File: src/rtl/hazard_ctrl.sv
// Hazard, forwarding and multi-cycle MDU stall controller for the five-stage MIPS pipeline.
// Optional MDU watchdog enabled by defining HAZARD_MDU_TIMEOUT_EN.
module hazard_ctrl #(
  parameter int unsigned MDU_TIMEOUT = 64,
  parameter int unsigned CNT_W       = 32
) (
  input  logic             clk,
  input  logic             rst,
  input  logic [4:0]       RsD,
  input  logic [4:0]       RtD,
  input  logic             BranchD,
  input  logic [4:0]       RsE,
  input  logic [4:0]       RtE,
  input  logic [4:0]       WriteRegE,
  input  logic [4:0]       WriteRegM,
  input  logic [4:0]       WriteRegW,
  input  logic             RegWriteE,
  input  logic             RegWriteM,
  input  logic             RegWriteW,
  input  logic             MemtoRegE,
  input  logic             MemtoRegM,
  input  logic             MduStartE,
  input  logic             MDUReadyE,
  output logic             StallF,
  output logic             StallD,
  output logic             StallE,
  output logic             FlushD,
  output logic             FlushE,
  output logic             ForwardAD,
  output logic             ForwardBD,
  output logic [1:0]       ForwardAE,
  output logic [1:0]       ForwardBE,
  output logic             MduBusy,
  output logic             MduTimeout,
  output logic [CNT_W-1:0] StallCount
);

  typedef enum logic [0:0] {StIdle, StBusy} state_e;

  state_e r_state;
  state_e w_state_nxt;

  logic w_lwstall;
  logic w_branchstall;
  logic w_mdustall;
  logic w_stall;
  logic w_timeout;

  logic [CNT_W-1:0] r_stall_cnt;

  if (MDU_TIMEOUT < 2) begin : g_bad_timeout
    $error("MDU_TIMEOUT must be at least 2");
  end

  // Execute-stage operand forwarding; MEM has priority over WB as it is younger.
  always_comb begin
    ForwardAE = 2'b00;
    ForwardBE = 2'b00;
    if (RsE != 5'd0 && RegWriteM && RsE == WriteRegM) begin
      ForwardAE = 2'b10;
    end else if (RsE != 5'd0 && RegWriteW && RsE == WriteRegW) begin
      ForwardAE = 2'b01;
    end
    if (RtE != 5'd0 && RegWriteM && RtE == WriteRegM) begin
      ForwardBE = 2'b10;
    end else if (RtE != 5'd0 && RegWriteW && RtE == WriteRegW) begin
      ForwardBE = 2'b01;
    end
  end

  assign ForwardAD = (RsD != 5'd0) && RegWriteM && (RsD == WriteRegM);
  assign ForwardBD = (RtD != 5'd0) && RegWriteM && (RtD == WriteRegM);

  assign w_lwstall     = MemtoRegE && (RtE == RsD || RtE == RtD);
  assign w_branchstall = BranchD &&
                         ((RegWriteE && (WriteRegE == RsD || WriteRegE == RtD)) ||
                          (MemtoRegM && (WriteRegM == RsD || WriteRegM == RtD)));

`ifdef HAZARD_MDU_TIMEOUT_EN
  localparam int unsigned TW = $clog2(MDU_TIMEOUT);

  logic [TW-1:0] r_busy_cnt;
  logic          r_timeout;

  assign w_timeout = (r_state == StBusy) && !MDUReadyE &&
                     (r_busy_cnt == TW'(MDU_TIMEOUT - 1));

  // Held at zero while idle so it reads zero on the first BUSY cycle.
  always_ff @(posedge clk or negedge rst) begin
    if (!rst) begin
      r_busy_cnt <= '0;
    end else if (r_state == StIdle) begin
      r_busy_cnt <= '0;
    end else begin
      r_busy_cnt <= r_busy_cnt + 1'b1;
    end
  end

  always_ff @(posedge clk or negedge rst) begin
    if (!rst) begin
      r_timeout <= 1'b0;
    end else if (w_timeout) begin
      r_timeout <= 1'b1;
    end
  end

  assign MduTimeout = r_timeout;
`else
  assign w_timeout  = 1'b0;
  assign MduTimeout = 1'b0;
`endif

  always_ff @(posedge clk or negedge rst) begin
    if (!rst) begin
      r_state <= StIdle;
    end else begin
      r_state <= w_state_nxt;
    end
  end

  // Ready (or watchdog expiry) releases the stall in the same cycle so EX advances on that edge.
  always_comb begin
    w_state_nxt = r_state;
    w_mdustall  = 1'b0;
    unique case (r_state)
      StIdle: begin
        if (MduStartE && !MDUReadyE) begin
          w_mdustall  = 1'b1;
          w_state_nxt = StBusy;
        end
      end
      StBusy: begin
        if (MDUReadyE || w_timeout) begin
          w_state_nxt = StIdle;
        end else begin
          w_mdustall = 1'b1;
        end
      end
      default: w_state_nxt = StIdle;
    endcase
  end

  assign w_stall = w_lwstall || w_branchstall || w_mdustall;

  assign StallF  = w_stall;
  assign StallD  = w_stall;
  assign StallE  = w_mdustall;
  assign FlushE  = (w_lwstall || w_branchstall) && !w_mdustall;
  assign FlushD  = 1'b0;
  assign MduBusy = (r_state == StBusy);

  always_ff @(posedge clk or negedge rst) begin
    if (!rst) begin
      r_stall_cnt <= '0;
    end else if (w_stall && r_stall_cnt != {CNT_W{1'b1}}) begin
      r_stall_cnt <= r_stall_cnt + 1'b1;
    end
  end

  assign StallCount = r_stall_cnt;

endmodule

File: config.mk
export PLATFORM = sky130hd
export DESIGN_NAME = hazard_ctrl
export DESIGN_NICKNAME = d
export VERILOG_FILES = /design/src/rtl/hazard_ctrl.sv
export SDC_FILE = /design/constraint.sdc
export NUM_CORES = 1
export LEC_CHECK = 0
export ABC_CLOCK_PERIOD_IN_PS = 2600
export BUFFER_PORTS_ARGS = -buffer_cell sky130_fd_sc_hd__buf_2
export CAP_MARGIN = 20
export CORE_ASPECT_RATIO = 1.25
export CORE_MARGIN = 1.5
export CORE_UTILIZATION = 49
export DETAILED_ROUTE_END_ITERATION = 6
export PLACE_DENSITY = 0.9
export SYNTH_ARGS = -nofsm -noshare
export SYNTH_HDL_FRONTEND = slang
export SYNTH_SLANG_ARGS = --single-unit
File: constraint.sdc
create_clock -name clk -period 2.6 [get_ports clk]
set_input_delay 0.39 -clock clk [delete_from_list [all_inputs] [get_ports clk]]
set_output_delay 0.39 -clock clk [all_outputs]
set_load 0.005 [all_outputs]
# --- Yosys cells after proc, flatten, opt, wreduce, memory -nomap -nowiden ---
# Cells that the tools add are included.
word_totals:
  wordCells: 55
  output_inout_bits: 45
  inputBits: 45
  memories: 0
  latchBits: 0
  register_bits: 33
  ram_bits: 0
  romBits: 0
op_classes:
  n_mux: 7
  n_shift: 0
  order_cmp: 0
  div_mod_pow: 0
  mul: 0
  bitwise_logic: 1
  n_reduce_logical: 31
  n_eq_ne: 13
  addsub: 1
ops:
  columns: ["operator", "n"]
  rows:
  - ["5-bit == test", 12]
  - ["32-bit by 1-bit adder with 32-bit output (second input constant)", 1]
  - ["32-bit != test (second input constant)", 1]
  - ["5-bit nonzero test", 4]
  - ["1-bit logical AND", 19]
  - ["1-bit logical OR", 6]
  - ["1-bit 2-to-1 mux", 4]
  - ["2-bit 2-to-1 mux", 2]
  - ["1-bit zero test", 2]
  - ["1-bit one-hot mux with 2 select lines", 1]
  - ["1-bit NOT", 1]

# --- Longest topological paths before layout ---
logic_depth:
  ltp_word: 8
  depth_mapped: 9

# --- Worst setup path after synthesis ---
# Ideal clock, no wire load.
synth_path:
  kind: "register to register"
  from: "register r_stall_cnt[0], in the netlist StallCount[0]"
  to: "register r_stall_cnt[1], in the netlist StallCount[1]"
  t_arrival_ns: 2.171
  path_stages_with_launch: 9
  required_ns: 2.473
  period_less_slack_ns: 2.299
  path_slack_ns: 0.301
  n_path_buf: 1
  cell_sequence: "dfrtp_1 -> ha_1 -> nand4_1 -> nor3_2 -> nand4_1 -> or3_4 -> o21ai_4 -> buf_6 -> mux2_1"
synth_between:
  elab_chain_cells: 2
  word_cells_on_any_way: 3
  classes_between: "add/sub (1); eq/ne (1); reduce/logical (1)"
synth_lines:
  columns: ["item", "line_no", "text"]
  rows:
  - ["start: declaration", "49", "logic [CNT_W-1:0] r_stall_cnt;"]
  - ["start signal: assignment", "156", "r_stall_cnt <= r_stall_cnt + 1'b1;"]
  - ["branches (longest 2 deep; another with 32-bit by 1-bit adder with 32-bit output)", null, null]
# Parallel ways; which one is timed is not known.
# A chain may end at the register's enable or synchronous reset.

# --- Worst setup path in the final report ---
layout_path:
  from: "register r_stall_cnt[11], in the netlist StallCount[11]"
  to: "register r_stall_cnt[1], in the netlist StallCount[1]"
layout_between:
  elab_chain_cells: 2
layout_lines:
  columns: ["item", "line_no", "text"]
  rows:
  - ["32-bit != test", "155", "end else if (w_stall && r_stall_cnt != {CNT_W{1'b1}}) begin"]
  - ["1-bit logical AND", "155", null]
# No other way between the ends.

==> flow_summary.toml <==
[outcome]
status = "finished clean"

[global_route]
grt_max_degree = 34
grt_pass1_vias = 2079
grt_util_all_layers = 0.224
overflow = 0
antenna_found_initial = 0
grt_pass1_wl_um = 9090

[layout]
area_growth_pct = 23.2
fillCellCount = 359
antennaDiodeCount = 0
nets = 390
layout-drive-gt1-share = 0.304
post_layout_nonfiller_instances = 403

[synth]
syn_area_mm2 = 0.00233
ys_ff_latch = 33
synth_area_per_cell_um2 = 9.04
yosysSeqAreaShare = 0.354
netlist_instances = 258
ys_types = 33
yosys_warnings = 0

[setup_path]
required_ns = 2.76
crit_arrival_ns = 2.59
rr_startpoint = "StallCount[11]$_DFFE_PN0P_"
slowest_stage = "dfrtp_1"
worstSetupPathType = "flop to flop"
critPathLaunchType = "flop"
startpoint = "StallCount[11]$_DFFE_PN0P_"
worstPathMaxFanout = 28
cpPeakStageDelay_ns = 0.46
end_kind = "flop"
crit_chain = "nand3_1, nor4_2, nand4_1, or3_4, o21ai_4, mux2_1"

[die]
io_pins = 90
row_count = 27
initial_core_util = 0.519
coreArea_mm2 = 0.00449
dieHeight_um = 80.1
die_w_um = 64.7
die-area_mm2 = 0.00519

[clock_tree]
post_cts_buffers = 0
cts.clk_slew.worst_paths_ns = 0.07
insertion_delay_ns = 0.28
cts.sinks = 33
htree_num_levels = 2
ctsResizeCount = 0
hold_buffers = 0
cts_tree = "done"
cts_made_buffers = 5
cts_root_buf = "clkbuf_8"
cts_buffer_depth = 2

[sta]
setup_tns_ns = 0
final.min_clock_period_ns = 2.43
grt_setup_unrepaired = "false"
worst_pin_slew_ns = 0.724
fin_crit_sh = 0.936
skew_ns = 0.00925
slew_viol_final = 0
setup_viol = 0
hold_violations = 0
slew_headroom = 0.517
fmax_mhz = 411

[worst_hold_path]
hold_class = "primary input to asynchronous set/reset pin"

[drt]
drc_errors = 0
drt-initial-drc-count = 167
wl_per_cell_um = 14.4
first_pass_iters = 4
postRouteAntennaNets = 0
vias = 2191
vias_per_cell = 5.44
drt_wl_total_um = 5820

[power_and_ir_drop]
leakage_nw = 1.43
ir_worst_vdd_uv = 230
pwr_density_cell_mw_per_mm2 = 476

[place]
place_inst = 395
io_buffers = 87
routabilityCongestion = 0.896
dp_hpwl_um = 4570

[job]
maxCapViolations = 0
==> worst max-delay path, delay by kind of cell, from the launching register on <==
| family | cells | cell delay (ns) |
|---|---|---|
| compound gates | 1 | 0.27 |
| simple gates | 4 | 1.17 |
| mux | 1 | 0.39 |
| flops | 1 | 0.46 |
==> synthesized netlist by cell type <==
master	n	share of area
or3_4	1	0.0048
and2_0	1	0.0027
conb_1	1	0.0016
a32oi_1	1	0.0038
and4_1	1	0.0038
nor2_1	23	0.037
or4_1	4	0.013
ha_1	1	0.0054
nand2b_1	2	0.0054
o21ai_4	1	0.0070
nor4_2	1	0.0054
mux2_2	2	0.0097
inv_1	7	0.011
nor3_1	17	0.036
a31oi_2	1	0.0054
buf_6	2	0.0097
xor2_1	45	0.17
o22ai_1	1	0.0027
buf_4	3	0.0097
dfrtp_1	33	0.35
nand2_1	19	0.031
nand3_1	14	0.030
or3_1	4	0.011
nand4_1	12	0.032
mux2_1	1	0.0048
buf_2	5	0.011
nor4_1	12	0.032
nor3_2	1	0.0043
xnor2_1	34	0.13
or2_2	1	0.0027
clkbuf_1	1	0.0016
and3_1	4	0.011
o21ai_0	2	0.0043
==> per-stage QoR <==
stage,setup slack (ns),total power [mW],utilization,area (µm²),hold slack [ns]
floorplan,0.301,0.849,-,2340,0.0944
global placement,0.246,0.990,0.620,2790,0.469
detailed placement,0.205,1.01,0.620,2790,0.478
CTS,0.107,1.38,0.638,2870,0.175
global route,0.0610,1.44,0.640,2870,0.207
finish,0.166,1.37,0.640,2870,0.155
==> routing by layer <==
| layer | routed length (µm) | GRT usage |
|---|---|---|
| met5 | 0 | 0 |
| met4 | 95 | 0.0872 |
| met3 | 368 | 0.0448 |
| met2 | 3090 | 0.414 |
| met1 | 2260 | 0.248 |
==> where the power goes <==
group          switching, mW  internal [mW]
combinational          0.185          0.175
sequential            0.0650          0.573
clock                  0.183          0.185
==> kinds of logic after synthesis <==
| logic type | after synthesis | synth area share |
|---|---|---|
| AO/OA/AOI/OAI | 6 | 0.0231 |
| buffers and inverters | 18 | 0.0429 |
| adder cells (fa/ha/maj) | 1 | 0.00536 |
| XOR/XNOR | 79 | 0.297 |
| other | 1 | 0.00161 |
| multiplexers | 3 | 0.0145 |
| AND/OR/NAND/NOR | 117 | 0.262 |
| flip-flops | 33 | 0.354 |
==> cell type report <==
cell class	count	area [µm²]	area share
Multi-Input combinational cell	208	1420	0.493
Timing Repair Buffer	89	450	0.157
Sequential cell	33	826	0.287
Clock inverter	2	10.0	0.00348
Tap cell	58	72.6	0.0253
Clock buffer	6	72.6	0.0253
Inverter	7	26.3	0.00914
==> flip-flops by register name, indices dropped and copies added, names as in the netlist <==
name,count
MduBusy,1
StallCount,32
==> cells in the final DEF, fill, tap and decap left out <==
| cell type | instances |
|---|---|
| and3_1 | 4 |
| and4_1 | 1 |
| dfrtp_1 | 33 |
| buf_4 | 2 |
| inv_1 | 7 |
| clkbuf_1 | 1 |
| ha_1 | 1 |
| clkinv_2 | 2 |
| nand2_1 | 19 |
| or4_1 | 4 |
| a32oi_1 | 1 |
| o21ai_4 | 1 |
| mux2_1 | 1 |
| a31oi_2 | 1 |
| or3_4 | 1 |
| and2_0 | 1 |
| nor3_2 | 1 |
| nor4_1 | 11 |
| nand4_1 | 12 |
| nor2_1 | 23 |
| or2_2 | 1 |
| nand3_1 | 14 |
| buf_2 | 87 |
| nand2b_1 | 2 |
| xor2_1 | 45 |
| conb_1 | 2 |
| or3_1 | 4 |
| xnor2_1 | 34 |
| o22ai_1 | 1 |
| nor4_2 | 2 |
| nor3_1 | 17 |
| clkbuf_8 | 5 |
| mux2_2 | 2 |
| o21ai_0 | 2 |
==> path summary, 6_finish.rpt <==
kind	endpoint	slack, ns	cells past startpoint
min in group clk	MduBusy$_DFF_PN0_	0.29	2
max in group asynchronous	StallCount[25]$_DFFE_PN0P_	1.97	1
worst max-delay path	StallCount[1]$_DFFE_PN0P_	0.17	6
worst max register to register	StallCount[1]$_DFFE_PN0P_	0.17	6
worst min register to register	StallCount[7]$_DFFE_PN0P_	0.49	1
worst min-delay path	StallCount[7]$_DFFE_PN0P_	0.15	1
(Power assumes the default switching activity.)
